<file path="config.mk">
export PLATFORM = sky130hd
export DESIGN_NAME = and_edge_counter
export DESIGN_NICKNAME = d
export VERILOG_FILES = /design/src/rtl/and_edge_pkg.sv /design/src/rtl/and_edge_counter_edge_detect.sv /design/src/rtl/and_edge_counter.sv
export SDC_FILE = /design/constraint.sdc
export NUM_CORES = 1
export LEC_CHECK = 0
export CAP_MARGIN = 20
export CORE_AREA = 5 5 87 49
export DETAILED_ROUTE_END_ITERATION = 6
export DIE_AREA = 0 0 92 54
export GPL_TIMING_DRIVEN = 1
export PLACE_DENSITY = 0.72
export SYNTH_ARGS = -nofsm -noshare
export SYNTH_HDL_FRONTEND = slang
export SYNTH_HIERARCHICAL = 1
export SYNTH_SLANG_ARGS = --single-unit
</file>
<file path="constraint.sdc">
create_clock -name clock -period 1.99 [get_ports clock]
set_input_delay 0.2985 -clock clock [delete_from_list [all_inputs] [get_ports clock]]
set_output_delay 0.2985 -clock clock [all_outputs]
set_load 0.01 [all_outputs]
</file>
<file path="src/rtl/and_edge_pkg.sv">
`default_nettype none
// ============================================================================
//  Module      : and_edge_pkg
//  Description : Shared types and default constants for and_edge_counter.
//  Revision    : 1.0  initial release
// ============================================================================
package and_edge_pkg;

  // Window controller states
  typedef enum logic [1:0] {
    IDLE  = 2'd0,
    COUNT = 2'd1,
    HOLD  = 2'd2
  } edge_state_t;

  localparam int CNT_W_DEF      = 8;
  localparam int WINDOW_LEN_DEF = 16;

endpackage
`default_nettype wire

</file>
<file path="src/rtl/and_edge_counter_edge_detect.sv">
`default_nettype none
// ============================================================================
//  Module      : edge_detect
//  Description : One-flop history of din with combinational rise/fall strobes.
//  Revision    : 1.0  initial release
// ============================================================================
module edge_detect (
  input  logic clock,
  input  logic reset_n,
  input  logic din,
  output logic rise,
  output logic fall
);

  logic prev_q;
  logic prev_d;

  // Previous level simply follows the input every clock
  always_comb begin
    prev_d = din;
  end

  // History flop; cleared to 0 so a level held high through reset reads as a rise
  always_ff @(posedge clock or negedge reset_n) begin
    if (!reset_n) begin
      prev_q <= 1'b0;
    end else begin
      prev_q <= prev_d;
    end
  end

  assign rise = din & ~prev_q;
  assign fall = ~din & prev_q;

endmodule
`default_nettype wire

</file>
<file path="src/rtl/and_edge_counter.sv">
`default_nettype none
// ============================================================================
//  Module      : and_edge_counter
//  Description : Counts edges of and_in over a WINDOW_LEN-clock window after
//                start, then holds a saturating count under valid/ready.
//                Macro AND_EDGE_BOTH_EN: count rising and falling edges
//                (default: rising edges only).
//  Revision    : 1.0  initial release
// ============================================================================
module and_edge_counter
  import and_edge_pkg::*;
#(
  parameter int CNT_W      = CNT_W_DEF,
  parameter int WINDOW_LEN = WINDOW_LEN_DEF
) (
  input  logic             clock,
  input  logic             reset_n,
  input  logic             start,
  input  logic             and_in,
  input  logic             res_ready,
  output logic             busy,
  output logic             res_valid,
  output logic [CNT_W-1:0] res_count,
  output logic             res_sat
);

  localparam int               WIN_W    = $clog2(WINDOW_LEN);
  localparam logic [CNT_W-1:0] CNT_MAX  = '1;
  localparam logic [WIN_W-1:0] WIN_LAST = WIN_W'(WINDOW_LEN - 1);

  edge_state_t      state_q, state_d;
  logic [CNT_W-1:0] count_q, count_d;
  logic [WIN_W-1:0] win_q, win_d;
  logic             sat_q, sat_d;
  logic [CNT_W-1:0] res_count_q, res_count_d;
  logic             res_sat_q, res_sat_d;

  logic rise;
  logic fall;
  logic edge_ev;

  edge_detect u_edge_detect (
    .clock   (clock),
    .reset_n (reset_n),
    .din     (and_in),
    .rise    (rise),
    .fall    (fall)
  );

`ifdef AND_EDGE_BOTH_EN
  assign edge_ev = rise | fall;
`else
  logic unused_fall;
  assign unused_fall = fall;
  assign edge_ev     = rise;
`endif

  // Next-state and counter logic for the IDLE -> COUNT -> HOLD window cycle
  always_comb begin
    state_d     = state_q;
    count_d     = count_q;
    win_d       = win_q;
    sat_d       = sat_q;
    res_count_d = res_count_q;
    res_sat_d   = res_sat_q;
    case (state_q)
      IDLE: begin
        if (start) begin
          state_d = COUNT;
          count_d = '0;
          win_d   = '0;
          sat_d   = 1'b0;
        end
      end
      COUNT: begin
        win_d = win_q + 1'b1;
        if (edge_ev) begin
          if (count_q == CNT_MAX) begin
            sat_d = 1'b1;
          end else begin
            count_d = count_q + 1'b1;
          end
        end
        // Last sample includes its own edge in the published result
        if (win_q == WIN_LAST) begin
          state_d     = HOLD;
          res_count_d = count_d;
          res_sat_d   = sat_d;
        end
      end
      HOLD: begin
        if (res_ready) begin
          state_d = IDLE;
        end
      end
      default: begin
        state_d = IDLE;
      end
    endcase
  end

  // All state and result registers; reset aborts any window in progress
  always_ff @(posedge clock or negedge reset_n) begin
    if (!reset_n) begin
      state_q     <= IDLE;
      count_q     <= '0;
      win_q       <= '0;
      sat_q       <= 1'b0;
      res_count_q <= '0;
      res_sat_q   <= 1'b0;
    end else begin
      state_q     <= state_d;
      count_q     <= count_d;
      win_q       <= win_d;
      sat_q       <= sat_d;
      res_count_q <= res_count_d;
      res_sat_q   <= res_sat_d;
    end
  end

  assign busy      = (state_q != IDLE);
  assign res_valid = (state_q == HOLD);
  assign res_count = res_count_q;
  assign res_sat   = res_sat_q;

endmodule
`default_nettype wire
</file>
# Word level (Yosys, flattened, before mapping)
# Index checks and enable logic that the tools add are counted.
dict set report totals {
  romBits 0
  out_inout_bits 11
  reg_bits 25
  mem_bits_rw 0
  in_bits 5
  n_memories 0
  elab_cells 38
  latchBits 0
}
dict set report op_classes {
  div 0
  addsub 2
  mux 14
  magnitude_cmp 0
  mul 0
  n_eq_ne 7
  bitwise_logic 2
  n_reduce_logical 6
  shift 0
}
# operator count
set ops {}
lappend ops {{$mux W8} 3}
lappend ops {{$pmux W8 S2} 1}
lappend ops {{$add A8 B1 Y8 const B} 1}
lappend ops {{$eq A8 B8 Y1 const B} 1}
lappend ops {{$pmux W4 S2} 1}
lappend ops {{$mux W2} 3}
lappend ops {{$ne A2 B2 Y1 const B} 3}
lappend ops {{$pmux W2 S3} 1}
lappend ops {{$add A4 B1 Y4 const B} 1}
lappend ops {{$eq A4 B4 Y1 const B} 1}
lappend ops {{$mux W4} 1}
lappend ops {{$reduce_and A2 Y1} 2}
lappend ops {{$reduce_bool A2 Y1} 2}
lappend ops {{$mux W1} 3}
lappend ops {{$reduce_and A3 Y1} 1}
lappend ops {{$eq A2 B1 Y1 const B} 1}
lappend ops {{$eq A2 B2 Y1 const B} 1}
lappend ops {{$logic_not A2 Y1} 1}
lappend ops {{$pmux W1 S2} 1}
lappend ops {{$and A1 B1 Y1} 1}
lappend ops {{$not A1 Y1} 1}

# Depth between registers and ports, before layout
# Gate-level depths: netlist of run 1.
dict set report logic_depth {
  ltp_word 4
  mapped_depth 6
}

# Modules after synthesis
# The synthesis of run 1 kept the hierarchy.
# module cells_per_inst instances seq_area_each_um2 area_per_inst_um2
set modules_own_cells {}
lappend modules_own_cells {and_edge_counter 130 1 600.6 1320.0}
lappend modules_own_cells {edge_detect 3 1 25.0 40.0}

# Least setup slack after synthesis of run 1
# Ideal clock, no wire load.
dict set report synth_timing {
  kind {reg-to-reg}
  from {register count_q[0]}
  to {register res_count_q[6] (netlist: res_count[6])}
  setup_ns 0.125
  path_stages_with_launch 7
  path_slack_ns 0.410
  arrival_time_ns 1.455
  cell_sequence {dfrtp_1 > ha_1 > buf_6 > and4_1 > a31oi_1 > a21oi_1 > mux2_2}
}
dict set report synth_between {
  elab_chain_len 3
}
# item line
set synth_lines {}
lappend synth_lines {{start, declared} and_edge_counter.sv:32} ;# logic [CNT_W-1:0] count_q, count_d;
lappend synth_lines {{start signal, assigned} and_edge_counter.sv:113} ;# count_q <= count_d;
lappend synth_lines {{$add A8 B1 Y8 / $eq A8 B8 Y1 (equally long branches)} {and_edge_counter.sv:81, and_edge_counter.sv:78}}
lappend synth_lines {{$mux W8 *} and_edge_counter.sv:78} ;# if (count_q == CNT_MAX) begin
lappend synth_lines {{$mux W8 *} and_edge_counter.sv:77} ;# if (edge_ev) begin
lappend synth_lines {{end signal, assigned} and_edge_counter.sv:116} ;# res_count_q <= res_count_d;
lappend synth_lines {{end, declared} and_edge_counter.sv:35} ;# logic [CNT_W-1:0] res_count_q, res_count_d;
# Mark *: on every way between the ends. The rest lies on a longest branch, timed or not.
# A chain may end at the register's enable or synchronous reset.

# Worst setup path after layout of run 1
dict set report layout_timing {
  from {register state_q[1]}
  to {output port busy}
}
dict set report layout_between {
  elab_chain_len 1
}
# item line
set layout_lines {}
lappend layout_lines {{start, declared} and_edge_counter.sv:31} ;# edge_state_t state_q, state_d;
lappend layout_lines {{start signal, assigned} and_edge_counter.sv:112} ;# state_q <= state_d;
lappend layout_lines {{$reduce_bool A2 Y1} and_edge_counter.sv:121} ;# assign busy = (state_q != IDLE);
lappend layout_lines {{end, declared} and_edge_counter.sv:21} ;# output logic busy,
# No other way between the ends.

==> summary.txt, run 1 <==
CTS
  • Clock Sinks: 25
  • Post-CTS setup buffer count: 0
  • TritonCTS clock tree: done
  • Hold buffer count at cts: 0
  • Clock buffer depth: 2
  • Clk root buf: clkbuf_8
  • Post-cts gate resize count: 0
  • TritonCTS Buffers: 3
  • Worst skew pair latency: 0.27 ns
  • Worst-path clk slew: 0.08 ns
  • H-Tree Depth: 1

Yosys
  • Syn nets: 139
  • Post-Syn Area: 1350 um^2
  • Syn avg cell area: 10.2 um^2
  • Cells after synthesis: 132
  • YS warnings: 6

Detailed routing
  • Initial drt markers: 59
  • Vias/cell: 5.60
  • Routed WL: 2770 um
  • DRT Pass-1 Iters: 4
  • Antenna-violating nets left: 0
  • Post-DR wirelength/cell: 14.4 um
  • Drt drc: 0
  • Vias: 1,075

Worst setup path
  • Crit Path Max Fanout: 12
  • Startpoint Class: register
  • CP max-delay cell: dfrtp_1
  • Slowest stage delay, CP: 0.51 ns
  • CP arrival: 1.58 ns
  • Path type of the worst setup path: register to primary output
  • Crit path capture type: primary output
  • Worst path cell trace: or2_2 -> clkdlybuf4s50_1
  • Req. time, crit path: 1.69 ns

Final layout
  • Nets: 155
  • Diodes inserted: 0
  • Post-route cell area: 1560 um^2
  • Layout cells sized above 1: 12.9%
  • Area of the multi-input gates: 642 um^2
  • P&R area growth vs syn: 15.7%
  • Reg area: 626 um^2
  • # fillers: 339

Place
  • Cell Area, Placed: 1520 um^2
  • Place WS: 0.0120 ns
  • GP Congestion: 0.875
  • Post-DP HPWL: 2080 um
  • I/O Buffers: 15

GRT
  • Aggregate global-route resource usage: 12.3%
  • Global route overflow: 0
  • Initial antenna violation count: 0
  • First-pass GRT wire length: 4710 um
  • Number of global-route vias before repair: 961
  • Largest net degree at the start of global routing: 26

Floorplan
  • Initial core utilization: 37.9%
  • Std-Cell Rows: 16
  • Chip Height: 54 um
  • CORE AREA: 3560 um^2
  • Ports: 16
  • Die width: 92 um
  • Die area: 4970 um^2

Pwr
  • Power per standard cell area: 1330 nW/um^2
  • Cell-internal power: 0.00129 W
  • Logic pwr share: 41.2%
  • Clk pwr share: 14.4%
  • LEAKAGE: 0.662 nW
  • Register share of total power: 44.4%
  • Overall Power: 0.00209 W
  • Max VDD drop: 0.577 mV
  • Sw Pwr: 0.000795 W
  • Sw Share: 38.1%

Timing
  • # setup viols final: 0
  • Worst hold slack: 0.388 ns
  • Slew Limit Headroom: 40.7%
  • Min cycle time layout: 1.87 ns
  • Tcrit/Tclk final: 94.2%
  • Fmax: 0.534 GHz
  • RSZ-0062 raised after global routing: false
  • Final hold violations: 0
  • PnR worst setup slack: 0.116 ns
  • Clk_skew: 0.00223 ns
  • Count of pins over their slew limit: 0
  • Worst Tran Pin Value: 0.888 ns
  • Setup_tns: 0 ns

Outcome
  • Status: finished, final reports clean

Hold path
  • Min-Delay Path Class: input pin to asynchronous set/reset pin

Job
  • Max-cap viol count: 0
metal layers:
metal | share of wire (%) | up-vias | GRT usage (%)
met4 | 0.36 | 0 | 1.97
met5 | 0 | - | 0
li1 | - | 519 | -
met3 | 6.8 | 2 | 4.19
met2 | 41 | 34 | 17.3
met1 | 51 | 520 | 18.1
registers in the layout, indices dropped and copies added, names as in the netlist:
signal and flops:
count_q 8, res_count 8, res_sat 1, sat_q 1, state_q 2, u_edge_detect/prev_q 1, win_q 4
metrics by stage:
stage,util (%),std cells
2_1_floorplan,-,132
3_3_place_gp,42.6,188
3_5_place_dp,42.6,188
4_1_cts,43.9,192
5_1_grt,43.9,192
6_report,43.9,192
cell type report:
cell class	count	share of cell area, %
Clock buffer	4	2.88
Inverter	2	0.480
Multi-Input combinational cell	96	41.0
Sequential cell	25	40.0
Tap cell	45	3.60
Timing Repair Buffer	20	12.0
cell usage in the layout (no fill, tap or decap), drive strengths merged, types with 4 or more instances in the layout:
master / count
nand2: 17
o21ai: 11
nor2: 4
a22o: 4
nand4: 4
clkdlybuf4s50: 15
nand3: 8
clkbuf: 4
dfrtp: 25
buf: 5
a21oi: 6
path summary, 6_finish.rpt:
kind / slack [ns] / cells after the start / from / endpoint
setup reg to reg: 0.23 / 5 / count_q[0] / res_count[2]
hold reg to reg: 0.48 / 1 / res_count[2] / res_count[2]
max in group asynchronous: 1.36 / 2 / reset_n / u_edge_detect/prev_q
hold / removal: 0.39 / 2 / reset_n / sat_q
min in group clock: 0.48 / 1 / res_count[2] / res_count[2]
setup / recovery: 0.12 / 2 / state_q[1] / busy
power by group through the flow:
stage	registers [W]	clock network [W]	logic, W
floorplan	0.000876	0	0.000640
global placement	0.000925	0	0.000844
finish	0.000925	0.000300	0.000859
CTS	0.000925	0.000312	0.000874
detailed placement	0.000934	0	0.000872
global route	0.000959	0.000337	0.000951
critical path, delay by kind of cell (launching register included):
kind	cells	cell delay (ns)
and+or+nand+nor	1	0.32
DFF	1	0.51
buffers and inverters	1	0.48
Note: power is estimated with default switching activity, not from simulation.
==> run 2, diff against run 1 <==
Settings changed: CTS_CLUSTER_DIAMETER from default to 80.
==> results of run 2 <==
Final layout, timing and power as in run 1 (identical DEF).
